[config.mk]
export PLATFORM = sky130hd
export DESIGN_NAME = hc595_ctrl_flat
export DESIGN_NICKNAME = d
export VERILOG_FILES = /design/src/rtl/hc595_ctrl_if.sv /design/src/rtl/hc595_ctrl.sv /design/src/flat_wrapper.sv
export SDC_FILE = /design/constraint.sdc
export NUM_CORES = 1
export LEC_CHECK = 0
export ABC_AREA = 1
export CAP_MARGIN = 20
export CORE_MARGIN = 5
export CORE_UTILIZATION = 52
export CTS_CLUSTER_DIAMETER = 80
export DETAILED_ROUTE_END_ITERATION = 6
export PLACE_DENSITY = 0.77
export SLEW_MARGIN = 10
export SYNTH_ARGS = -nofsm -noshare
export SYNTH_HDL_FRONTEND = slang
export SYNTH_SLANG_ARGS = --single-unit
[constraint.sdc]
create_clock -name CLK -period 2 [get_ports CLK]
set_input_delay 0.6 -clock CLK [delete_from_list [all_inputs] [get_ports CLK]]
set_output_delay 0.6 -clock CLK [all_outputs]
set_load 0.05 [all_outputs]
[src/rtl/hc595_ctrl_if.sv]
// hc595_ctrl_if: system-side load/clear handshake for the 74HC595 chain controller.
// The master is the system logic; the slave is the controller.
interface hc595_ctrl_if #(
    parameter int DATA_W = 8
);
    logic [DATA_W-1:0] IN_DATA;
    logic              IN_VALID;
    logic              IN_READY;
    logic              CLR_REQ;
    logic              OUT_EN;
    logic              DONE;

    modport master (
        output IN_DATA, IN_VALID, CLR_REQ, OUT_EN,
        input  IN_READY, DONE
    );

    modport slave (
        input  IN_DATA, IN_VALID, CLR_REQ, OUT_EN,
        output IN_READY, DONE
    );
endinterface

[src/rtl/hc595_ctrl.sv]
// hc595_ctrl: serialises a parallel word MSB-first into a chain of 74HC595-style
// devices, then pulses RCK to latch it. A clear command pulses SCLR across a
// single SCK fall and latches the cleared chain.
// Optional build macro: HC595_BLANK_EN -- when defined, OE is held low from the
// accept edge until the controller returns to IDLE.
// All pin outputs are registered from the next state, so they always match the
// current state register.
module hc595_ctrl #(
    parameter int DATA_W = 8,
    parameter int HALF   = 2
) (
    input  logic        CLK,
    input  logic        RST_N,
    hc595_ctrl_if.slave bus,
    output logic        SI,
    output logic        SCK,
    output logic        RCK,
    output logic        SCLR,
    output logic        OE
);
    localparam int HCNT_W = $clog2(HALF + 1);
    localparam int BCNT_W = $clog2(DATA_W + 1);

    localparam logic [2:0] S_IDLE   = 3'd0;
    localparam logic [2:0] S_SH_HI  = 3'd1;
    localparam logic [2:0] S_SH_LO  = 3'd2;
    localparam logic [2:0] S_LAT_LO = 3'd3;
    localparam logic [2:0] S_LAT_HI = 3'd4;
    localparam logic [2:0] S_FIN    = 3'd5;

    logic [2:0]        state_q, state_d;
    logic [HCNT_W-1:0] hcnt_q, hcnt_d;
    logic [BCNT_W-1:0] bcnt_q, bcnt_d;
    logic [DATA_W-1:0] shadow_q, shadow_d;
    logic              clr_q, clr_d;
    logic              sck_q, sck_d;
    logic              rck_q, rck_d;
    logic              sclr_q, sclr_d;
    logic              si_q, si_d;
    logic              done_q, done_d;
    logic              ready_q, ready_d;
    logic              oe_q, oe_d;
    logic              shifting_d;

    // Next-state, counters and shadow register; every state change reloads the half-period counter.
    always_comb begin
        state_d  = state_q;
        hcnt_d   = hcnt_q;
        bcnt_d   = bcnt_q;
        shadow_d = shadow_q;
        clr_d    = clr_q;
        case (state_q)
            S_IDLE: begin
                // ready_q is low for the first cycle after reset, so nothing is taken then.
                if (ready_q) begin
                    if (bus.CLR_REQ) begin
                        clr_d   = 1'b1;
                        bcnt_d  = BCNT_W'(1);
                        state_d = S_SH_HI;
                    end else if (bus.IN_VALID) begin
                        shadow_d = bus.IN_DATA;
                        bcnt_d   = BCNT_W'(DATA_W);
                        state_d  = S_SH_HI;
                    end
                end
            end
            S_SH_HI: begin
                if (hcnt_q == '0) state_d = S_SH_LO;
            end
            S_SH_LO: begin
                if (hcnt_q == '0) begin
                    shadow_d = shadow_q << 1;
                    bcnt_d   = bcnt_q - BCNT_W'(1);
                    state_d  = (bcnt_q == BCNT_W'(1)) ? S_LAT_LO : S_SH_HI;
                end
            end
            S_LAT_LO: begin
                if (hcnt_q == '0) state_d = S_LAT_HI;
            end
            S_LAT_HI: begin
                if (hcnt_q == '0) state_d = S_FIN;
            end
            S_FIN: begin
                clr_d   = 1'b0;
                state_d = S_IDLE;
            end
            default: state_d = S_IDLE;
        endcase

        if (state_d != state_q) begin
            hcnt_d = HCNT_W'(HALF - 1);
        end else if (hcnt_q != '0) begin
            hcnt_d = hcnt_q - HCNT_W'(1);
        end
    end

    // Pin levels decoded from the next state so the registered pins line up with the state register.
    always_comb begin
        shifting_d = (state_d == S_SH_HI) || (state_d == S_SH_LO);
        sck_d      = (state_d != S_SH_LO);
        rck_d      = (state_d != S_LAT_LO);
        sclr_d     = !(clr_d && shifting_d);
        si_d       = shifting_d && !clr_d && shadow_d[DATA_W-1];
        done_d     = (state_d == S_FIN);
        ready_d    = (state_d == S_IDLE);
`ifdef HC595_BLANK_EN
        oe_d       = (state_d == S_IDLE) ? bus.OUT_EN : 1'b0;
`else
        oe_d       = bus.OUT_EN;
`endif
    end

    // State, counters and registered outputs; reset abandons any transfer without issuing RCK.
    always_ff @(posedge CLK) begin
        if (!RST_N) begin
            state_q  <= S_IDLE;
            hcnt_q   <= '0;
            bcnt_q   <= '0;
            shadow_q <= '0;
            clr_q    <= 1'b0;
            sck_q    <= 1'b1;
            rck_q    <= 1'b1;
            sclr_q   <= 1'b1;
            si_q     <= 1'b0;
            done_q   <= 1'b0;
            ready_q  <= 1'b0;
            oe_q     <= 1'b0;
        end else begin
            state_q  <= state_d;
            hcnt_q   <= hcnt_d;
            bcnt_q   <= bcnt_d;
            shadow_q <= shadow_d;
            clr_q    <= clr_d;
            sck_q    <= sck_d;
            rck_q    <= rck_d;
            sclr_q   <= sclr_d;
            si_q     <= si_d;
            done_q   <= done_d;
            ready_q  <= ready_d;
            oe_q     <= oe_d;
        end
    end

    assign SI           = si_q;
    assign SCK          = sck_q;
    assign RCK          = rck_q;
    assign SCLR         = sclr_q;
    assign OE           = oe_q;
    assign bus.IN_READY = ready_q;
    assign bus.DONE     = done_q;
endmodule

[src/flat_wrapper.sv]
// flat-port wrapper written by rule: the top's interface ports become plain ports
module hc595_ctrl_flat 
#(
    parameter int DATA_W = 8,
    parameter int HALF   = 2
)
  (CLK, RST_N, SI, SCK, RCK, SCLR, OE, bus_IN_DATA, bus_IN_VALID, bus_CLR_REQ, bus_OUT_EN, bus_IN_READY, bus_DONE);
  hc595_ctrl_if #(.DATA_W(DATA_W)) bus_i ();
  input  logic CLK;
  input  logic RST_N;
  output logic SI;
  output logic SCK;
  output logic RCK;
  output logic SCLR;
  output logic OE;
  input wire logic [$bits(bus_i.IN_DATA)-1:0] bus_IN_DATA;
  input wire logic [$bits(bus_i.IN_VALID)-1:0] bus_IN_VALID;
  input wire logic [$bits(bus_i.CLR_REQ)-1:0] bus_CLR_REQ;
  input wire logic [$bits(bus_i.OUT_EN)-1:0] bus_OUT_EN;
  output wire logic [$bits(bus_i.IN_READY)-1:0] bus_IN_READY;
  output wire logic [$bits(bus_i.DONE)-1:0] bus_DONE;
  assign bus_i.IN_DATA = bus_IN_DATA;
  assign bus_i.IN_VALID = bus_IN_VALID;
  assign bus_i.CLR_REQ = bus_CLR_REQ;
  assign bus_i.OUT_EN = bus_OUT_EN;
  assign bus_IN_READY = bus_i.IN_READY;
  assign bus_DONE = bus_i.DONE;
  hc595_ctrl #(.DATA_W(DATA_W), .HALF(HALF)) u_core (.CLK(CLK), .RST_N(RST_N), .bus(bus_i), .SI(SI), .SCK(SCK), .RCK(RCK), .SCLR(SCLR), .OE(OE));
endmodule
==> results of run 1 <==
==> stage by stage <==
stage | setup slack (ps) | power [mW] | area [µm²] | hold slack, ps
floorplan | 432 | 1.78 | 1290 | 439
global placement | 36.7 | 1.97 | 1480 | 446
detailed placement | 11.2 | 2.01 | 1480 | 457
CTS | 355 | 2.23 | 1510 | 476
global route | 233 | 2.44 | 1510 | 495
finish | 340 | 2.22 | 1510 | 490
==> worst paths after layout <==
check,startpoint,to,slack [ps],depth (start not counted)
min,u_core.shadow_q[0],u_core.shadow_q[0],490,2
min reg2reg,u_core.shadow_q[0],u_core.shadow_q[0],490,2
max,bus_CLR_REQ,u_core.shadow_q[5],340,7
max reg2reg,u_core.hcnt_q[0],u_core.bcnt_q[3],450,7
==> registers in the layout, summed over array words and instances, names as in the netlist <==
signal               flops
u_core.state_q           3
u_core.SCK               1
u_core.RCK               1
u_core.SI                1
u_core.OE                1
u_core.bus.DONE          1
u_core.shadow_q          8
u_core.clr_q             1
u_core.SCLR              1
u_core.bus.IN_READY      1
u_core.bcnt_q            4
u_core.hcnt_q            2
==> cell type report <==
| type | count | area, µm² |
|---|---|---|
| Inverter | 22 | 96.3 |
| Tap cell | 30 | 37.5 |
| Multi-Input combinational cell | 123 | 667 |
| Sequential cell | 25 | 500 |
| Fill cell | 233 | 923 |
| Clock inverter | 1 | 5.00 |
| Clock buffer | 3 | 22.5 |
| Timing Repair Buffer | 20 | 180 |
==> critical path, cell delays in order <==
cell	delay (ps)
clkdlybuf4s50_1	450
nand3b_1	240
nor2_2	290
a22oi_1	130
nand2_2	90
nand2_1	40
nor2_1	90
==> layout by cell type (no fill, tap or decap), types with 2 or more instances in the layout <==
| cell type | n |
|---|---|
| inv_1 | 18 |
| xor2_1 | 2 |
| nor2_2 | 3 |
| nand3_2 | 2 |
| nor2_1 | 23 |
| dfxtp_1 | 25 |
| buf_4 | 8 |
| o21ai_0 | 7 |
| a22oi_1 | 6 |
| nor3_1 | 4 |
| clkbuf_4 | 3 |
| clkdlybuf4s50_1 | 12 |
| a21oi_1 | 8 |
| nand2_1 | 35 |
| nand2_2 | 6 |
| ha_1 | 4 |
| nand3_1 | 13 |
| inv_2 | 3 |
==> cells by family (layout without fill, tap and decap cells) <==
group,count (synthesis),after routing,share of synthesized area
and+or+nand+nor,91,91,0.339
AOI/OAI and AO/OA,26,26,0.125
DFF,25,25,0.387
buffers and inverters,24,46,0.0968
adders and majority gates,4,4,0.0387
xor gates and xnor gates,2,2,0.0136
==> metal layers <==
metal / part of all wire / global-route usage / up-vias
met4: 0.012 / 0.0918 / 0
met3: 0.043 / 0.0346 / 2
met2: 0.49 / 0.265 / 17
met5: 0 / 0 / -
li1: - / - / 600
met1: 0.46 / 0.209 / 516
==> cell usage after synthesis <==
master,count
o32ai_1,1
nor2_2,3
nand4_1,1
clkbuf_8,1
nand2b_4,1
nand3b_1,1
o211ai_2,1
buf_8,1
bufinv_8,1
o21ai_0,7
a21oi_2,1
nor3_1,4
ha_1,4
nor2_8,1
a21oi_1,8
a22oi_1,6
nor2_1,23
nand3_2,2
nand2_1,35
nand3_1,13
xor2_1,2
nand2_2,6
dfxtp_1,25
inv_2,3
inv_1,18
nor2_4,1
o21ai_1,1
a31oi_1,1
==> power by group through the flow <==
stage | sequential (mW) | combinational [mW] | clock (mW)
final | 0.754 | 1.24 | 0.221
after global routing | 0.777 | 1.41 | 0.261
after CTS | 0.754 | 1.25 | 0.233
after detailed placement | 0.765 | 1.24 | 0
after global placement | 0.760 | 1.21 | 0
after floorplan | 0.834 | 0.946 | 0
==> flow_results.org, run 1 <==
** Yosys
- Synth cell types :: 28
- Synthesized instance count :: 172
- Top cells by area, synth :: dfxtp_1 39%, nand2_1 10%, nor2_1 6.7%
- Synthesized netlist net count :: 189
- The Yosys step of the flow raised 0 warnings.
- Mapped Avg Cell Area :: 7.51 µm²
- Summed instance area of the synthesized netlist :: 1290 µm²
- Of the post-synthesis cell area, the dominant cell type holds 0.387.
- Register area share after synthesis :: 0.387
- Cell taking the most area after synthesis :: dfxtp_1
- Yosys reg bits :: 25

** Routing
- Final Routed Wirelength :: 2.58 mm
- The pre-antenna-repair detailed-routing pass consisted of 4 iterations.
- DR iter-0 viols :: 36
- Once detail routing completed, the nets flagged for antenna violations numbered 0.
- In the routed layout, each cell is associated on average with a via count of 5.07.
- Number of DRC violations after detailed routing :: 0
- After detailed routing, the average wire length per cell comes to 11.5 µm.
- Vias :: 1135

** STA
- Slew margin rel. :: 0.721
- Final period utilization :: 0.830
- Final Critical Period :: 1660 ps
- The final number of max-transition violations is 0.
- Worst setup skew after layout :: 1.31 ps
- For the pin with the worst max-slew slack, the measured transition is 416 ps.
- Setup violations remaining at the end of the flow were counted as 0.
- Setup repair after global routing left no endpoint under its margin.
- Achievable Freq :: 602 MHz
- Count of final hold-check violations :: 0
- Final total negative setup slack :: 0 ps

** Placement
- Port buffer count :: 19
- Routability-driven placement finished with a final weighted congestion of 0.828.
- The number of placed instances, taps included, is 220.
- HPWL Detailed :: 1.98 mm

** Clock tree
- Clock root buffer master :: clkbuf_4
- CTS built an H-tree with a depth of 1.
- The clock passes through at most 2 buffers.
- Number of buffers added for setup after CTS :: 0
- Number of clock buffers inserted by TritonCTS :: 3
- Worst-path clk slew :: 130 ps
- After clock tree synthesis, the repair step resized 0 gates.
- The clock drives 25 sinks.
- Clock tree from TritonCTS :: done
- Clock network latency to the later pin of the worst-skew pair :: 320 ps
- In this run, post-CTS hold repair placed 0 buffers.

** Floorplan
- Full die area :: 3580 µm²
- In this run the count of I/O pins placed on the die edge is 20.
- Num rows :: 18
- In this run the horizontal extent of the chip is 59.9 µm.
- The total area inside the core boundary comes to 2430 µm².
- Die boundary height :: 59.9 µm
- The initial utilization of the core area, before any placement, comes to 0.531.

** Setup path
- STA classifies the critical path endpoint as a flop.
- STA classifies the critical path startpoint as an input port.
- In this run the worst path has a maximum fanout of 7.
- STA puts the critical path data arrival time at 1920 ps.
- The worst setup path is of the input port to flop kind.
- For the worst setup path, the data required time is 2260 ps.

** Finish
- The repair_antennas step left the layout with diodes totalling 0.
- Core occupancy in the finished layout :: 0.620
- Share of layout cells above drive strength 1 :: 0.165
- After the last flow step, the layout net total stands at 212.
- Relative to the synthesized area, the layout overhead comes to 16.7%.
- Once layout is complete, the cells apart from fillers number 224.

** Power and ir drop
- Static leakage :: 0.685 nW
- Proportion of power drawn by combinational gates :: 0.560
- Of the total power, registers draw 0.340.
- The analysis attributes to net switching a power of 1.06 mW.
- Worst IR Drop VDD :: 0.883 mV
- Pwr/cell area :: 1470 nW/µm²
- Net switching share of the total power :: 0.478
- Clk pwr share :: 0.100
- Design internal power :: 1.16 mW

** Global route
- The initial antenna violation count is 0.
- The number of global-route vias before repair came to 1078.
- Pin count of the biggest net entering global routing :: 16
- In the global route stage, overall resource usage came out at 0.167.
- First-pass GRT wire length :: 4.51 mm
- For this run the aggregate overflow at the end of global routing stands at 0.

** Run status
- The flow ran to the end, and the final reports show no timing, DRC or antenna violations.

** Job
- The tool flagged a number of max-cap violations equal to 0.

** Worst hold path
- In this run the worst hold path is classified as flop to flop.
Power figures use the tool's default switching activity.
==> inputs of run 2 (changes only) <==
Settings changed: CORE_ASPECT_RATIO from default to 0.5, CORE_UTILIZATION 52 to 47, PLACE_DENSITY 0.77 to 0.74.
Clock period 2 ns to 1.5 ns, I/O delays scaled along.
==> flow_results.org, run 2 (same netlist as run 1, synthesis figures left out) <==
** Clock tree
- Maximum clock path buffer count :: 2
- Deepest level of the CTS H-tree :: 1
- CTS saw 25 sinks.
- Clock network latency to the later pin of the worst-skew pair :: 270 ps
- Counting the buffers created by CTS gives 3.
- In this run, post-CTS hold repair placed 0 buffers.
- TritonCTS built the clock tree.
- Clock root buffer master :: clkbuf_8
- Clock-pin slew was measured on the worst setup and hold paths at 90 ps.

** Global route
- The number of global-route vias before repair came to 1017.
- GR Util All Layers :: 0.154
- Pin count of the biggest net entering global routing :: 16
- Sum of overflow across all layers after global routing :: 0
- Initial antenna violation count :: 0
- The first global-routing pass estimated 4.69 mm of wire.

** Routing
- Number of DRC violations after detailed routing :: 0
- After the first detailed-routing iteration, the DRC count stood at 79.
- The count of nets left with antenna violations once routing finished came out at 0.
- For this run, the detailed router's first-pass iteration total came to 4.
- Vias per Instance :: 5.03
- Post-DR wirelength/cell :: 12.7 µm
- Detailed routing inserted a total of 1232 vias.
- The routed design has 3.11 mm of wire.

** STA
- Achievable Freq :: 677 MHz
- The final number of max-transition violations was 0.
- The worst pin sits at a relative slew slack of 0.770.
- The worst path in the final design needs a cycle of 1480 ps, including I/O delays and setup.
- Worst setup skew after layout :: 3.74 ps
- Setup WS post-layout :: 22.7 ps
- Dividing the final minimum period by the clock period gives 0.985.
- At the pin with the least slew margin, the transition time is 344 ps.
- Count of final hold-check violations :: 0
- Setup Viol. Count Final :: 0

** Placement
- Placed inst area :: 1640 µm²
- GP Congestion :: 0.845
- In this run the tool buffered the top-level ports with 19 buffer cells.
- HPWL Detailed :: 2.11 mm
- Worst setup slack after placement :: -418 ps

** Floorplan
- From left edge to right edge, the die measures 84.2 µm.
- The floorplan has 13 rows.
- Die boundary height :: 47.1 µm
- The floorplan step defined a core boundary enclosing 2620 µm².
- Initial core utilization :: 0.494
- Top-level port count :: 20
- Full die area :: 3960 µm²

** Finish
- Of the cells placed in the final design, the portion with a size suffix greater than 1 is 0.322.
- For this run, the share of the core covered by cells in the final layout is 0.699.
- Leaving out fill and tap cells, the most frequent cell in the layout is nand2_1.
- The number of antenna diodes in the final layout is 0.
- Synthesis-to-layout area growth :: 41.6%
- Regs by FF count :: u_core.shadow_q x8, u_core.bcnt_q x4, u_core.state_q x3
- Max FFs per register :: 8
- The finished cells cover 1830 µm².
- Number of nets at the end of the flow :: 226
- Ranked by flip-flop count, first place goes to u_core.shadow_q.
- The top cell types in the final layout, fill and taps aside, are 30 x nand2_1, 22 x nor2_1, 20 x dfxtp_1.
- FILL cells :: 203

** Worst hold path
- In this run the worst hold path is classified as flop to flop.

** Power and ir drop
- Pwr/cell area :: 2110 nW/µm²
- Across the VDD grid, the largest voltage drop is 1.12 mV.
- The analysis attributes to cell leakage a power of 0.823 nW.
- Overall power consumption after layout is estimated at 3.86 mW.

** Job
- Max-cap violations in this run came to 0.

** Setup path
- Data on the critical path arrives at its endpoint at 1680 ps.
- The worst setup path is of the flop to flop kind.
- Worst Path Required :: 1700 ps
- The worst setup path is captured at a flop.
- Kind of start point of the critical path :: flop
- In this run the worst path has a maximum fanout of 7.

** Run status
- Outcome :: complete, no violations
run 2: changes by cell type in the layout (fill, tap and decap cells not counted), sizes merged:
cell / change
dlymetal6s2s: +1
buf: +14
dlygate4sd2: +1
clkdlybuf4s50: -2
run 2: area by class of cell:
class	instances	area (µm²)	share of cell area
clock inverter	1	5.00	0.00273
inverter	22	98.8	0.0540
multi-input combinational	123	742	0.405
tap	37	46.3	0.0253
clock buffer	3	41.3	0.0226
timing repair buffer	34	390	0.213
sequential	25	507	0.277
run 2: worst max-delay path: stages (launching register included):
cell and delay [ps]:
dfxtp_2 340, inv_2 50, ha_2 200, o211ai_2 190, nand2b_4 210, nor2_8 60, buf_12 130, buf_4 120
a21oi_1 110
run 2: per-stage QoR:
stage,hold WS [ps],setup TNS [ps],std cells
detailed placement,451,-6550,235
finish,460,0,245
global route,481,-157,245
global placement,448,-4850,235
floorplan,439,0,172
CTS,463,0,239
run 2: report_power, final:
part,leakage (nW),switching (mW),internal [mW],total (mW)
clock,0.0255,0.212,0.186,0.398
sequential,0.206,0.173,0.883,1.06
combinational,0.592,1.34,1.06,2.40
total,0.823,1.72,2.13,3.86
run 2: repair_timing:
item | 4_1_cts | 5_1_grt
endpoints found under the setup margin | 18 | 17
cloned | 0 | 0
resized for setup | 6 | 26
pin swaps | 1 | 9
buffers inserted | 0 | 6
run 2: layer usage:
metal / global-route usage / vias up / wire length, µm
met5: 0 / - / 0
met4: 0.0641 / 0 / 33
met3: 0.0385 / 4 / 190
met2: 0.251 / 59 / 1430
met1: 0.203 / 541 / 1460
li1: - / 628 / -
run 2: final timing paths:
check / cells after the start / start / slack, ps / endpoint
worst max register to register: 8 / u_core.hcnt_q[0] / 20 / u_core.bcnt_q[0]
worst max-delay path: 8 / u_core.hcnt_q[0] / 20 / u_core.bcnt_q[0]
worst min register to register: 2 / u_core.shadow_q[0] / 460 / u_core.shadow_q[0]
worst min-delay path: 2 / u_core.shadow_q[0] / 460 / u_core.shadow_q[0]
==> inputs of run 3 (changes only) <==
Settings changed: TNS_END_PERCENT from default to 1.
==> flow_results.org, run 3 (same netlist as run 1, synthesis figures left out) <==
** Setup path
- The worst setup path is of the flop to flop kind.
- Critical Path End Type :: flop
- Along the worst path, the maximum fanout reaches 7.
- Number of cells on the worst reg-to-reg path :: 8
- Flop-to-flop setup slack :: 30 ps
- Data on the critical path is required at its endpoint by 1700 ps.
- Capture point of the worst reg-to-reg path :: u_core.bcnt_q[0]
- STA classifies the critical path startpoint as a flop.
- Arrival time at the worst endpoint :: 1670 ps
- Reg-to-reg critical path startpoint :: u_core.hcnt_q[0]

** Routing
- Number of DRC violations after detailed routing :: 0
- The detailed router finished its first iteration with 120 violations.
- For this block, the via count after detailed routing is 1223.
- The routed design has 3.13 mm of wire.
- In this run the remaining antenna-violating nets after routing total 0.
- The first TritonRoute pass finished after 4 iterations.
- In the final routed layout, each cell accounts on average for 12.8 µm.
- Vias per Instance :: 4.99

** Floorplan
- After floorplanning, the core was sized to cover 2620 µm².
- Initial core utilization :: 0.494
- Top-level port count :: 20
- Num rows :: 13
- From bottom edge to top edge, the die measures 47.1 µm.
- Width of the die :: 84.2 µm
- Full die area :: 3960 µm²

** Global route
- Met1 track demand over resource in global routing :: 0.203
- Sum of overflow across all layers after global routing :: 0
- Entering global routing, the biggest net connects 16 pins.
- The initial antenna violation count came to 0.
- Routing usage on met2 :: 0.251
- The number of global-route vias before repair is 1017.
- In the global route stage, overall resource usage came out at 0.154.
- Global-route met3 utilization :: 0.0385
- The layer flagged by global routing as most heavily used is met2.
- First-pass GRT wire length :: 4.69 mm

** Finish
- In the final layout, the share of cells above drive strength 1 is 0.322.
- Number of nets at the end of the flow :: 226
- The library cell used most frequently in the layout, excluding fill and tap cells, is nand2_1.
- Register name with the most flops :: u_core.shadow_q
- Antenna diode count :: 0
- From synthesis to final layout, the design area changed by 41.5%.
- Max FFs per register :: 8
- Highest-count cells in the layout ignoring fill and taps :: 31 x nand2_1, 22 x nor2_1, 19 x dfxtp_1
- Regs by FF count :: u_core.shadow_q x8, u_core.bcnt_q x4, u_core.state_q x3

** STA
- For the pin with the worst max-slew slack, the measured transition is 334 ps.
- Achievable Freq :: 680 MHz
- Final Max Tran Viols :: 0
- Final period utilization :: 0.980
- Setup violations remaining at the end of the flow were counted as 0.
- The number of hold-slack violations in the final timing report came to 0.
- Setup repair after global routing could not meet its margin everywhere.
- Final Critical Period :: 1470 ps
- In this run the tightest slew margin relative to its limit is 0.776.
- Across the routed clock network, the largest skew measured is 2.43 ps.
- On the final layout, the worst hold slack is 461 ps.

** Worst hold path
- Along the worst hold path, the cell count comes to 2.
- Hold-critical path endpoint :: u_core.shadow_q[0]
- Hold Startpoint :: u_core.shadow_q[0]
- The tightest min-delay check is of the flop to flop type.

** Clock tree
- Number of clock buffers inserted by TritonCTS :: 3
- Hold repair after CTS inserted 0 buffers.
- Counting along the longest clock path gives a buffer depth of 2.
- Clock tree from TritonCTS :: done
- The tree is rooted in a clkbuf_8.
- CTS built an H-tree with a depth of 1.
- Clock network latency to the later pin of the worst-skew pair :: 270 ps
- Clock-pin slew was measured on the worst setup and hold paths at 90 ps.
- For this design, the sink count on the clock tree is 25.

** Power and ir drop
- In this run the static leakage power is 0.824 nW.
- The design draws 3.85 mW.
- Worst IR Drop VDD :: 1.13 mV
- Pwr/cell area :: 2110 nW/µm²

** Job
- Number of max-cap violations :: 0

** Placement
- GP Congestion :: 0.845
- HPWL Detailed :: 2.11 mm
- Buffers placed on the I/O ports in this run total 19.

** Run status
- The flow ran to the end, and the final reports show no timing, DRC or antenna violations.
==> run 3: how the worst max path moves through the flow <==
stage | start | to | slack (ps) | cells past startpoint
global placement | bus_CLR_REQ | u_core.hcnt_q[0] | -310 | 9
detailed placement | bus_CLR_REQ | u_core.hcnt_q[0] | -420 | 9
global route | u_core.hcnt_q[0] | u_core.SI | -50 | 12
CTS | bus_IN_VALID | u_core.SI | 20 | 9
finish | u_core.hcnt_q[0] | u_core.bcnt_q[0] | 30 | 8
floorplan | u_core.hcnt_q[0] | u_core.shadow_q[4] | 60 | 8
==> run 3: timing repair <==
action | CTS | global route
gates resized for setup | 7 | 25
pin swaps | 1 | 8
buffers inserted | 0 | 6
endpoints found under the setup margin | 18 | 17
cloned | 0 | 0
==> run 3: worst max-delay path: stages (launching register included) <==
cell      delay, ps
dfxtp_2         340
inv_2            50
ha_2            190
o211ai_2        190
nand2b_4        210
nor2_8           60
buf_12          130
buf_4           120
a21oi_1         110
==> run 3: per-layer routing <==
metal	routed length, µm	vias to the layer above	share of wire
li1	-	631	-
met1	1500	548	0.48
met2	1400	40	0.45
met3	185	4	0.059
met4	44	0	0.014
met5	0	-	0
==> run 3: power breakdown <==
part | total, mW | internal [mW] | switching [mW]
Clock | 0.402 | 0.186 | 0.217
Combinational | 2.40 | 1.06 | 1.34
Sequential | 1.05 | 0.883 | 0.172
==> run 3: area by class of cell <==
cell class | instances | area (µm²)
fillers | 198 | 790
multi-input cells | 123 | 739
flip-flops and latches | 25 | 508
repair buffers | 34 | 390
inverters | 22 | 98.8
well taps | 37 | 46.3
clock buffers | 3 | 41.3
clock inverters | 1 | 5.00
==> run 3: stage by stage <==
step           setup WS, ps  instance area (µm²)   util  setup TNS (ps)  std cells
2_1_floorplan          56.6                 1290      -               0        172
3_3_place_gp           -306                 1640  0.626           -4850        235
3_5_place_dp           -418                 1640  0.626           -6550        235
4_1_cts                19.0                 1700  0.649               0        239
5_1_grt               -48.3                 1830  0.699            -135        245
6_report               29.9                 1830  0.699               0        245
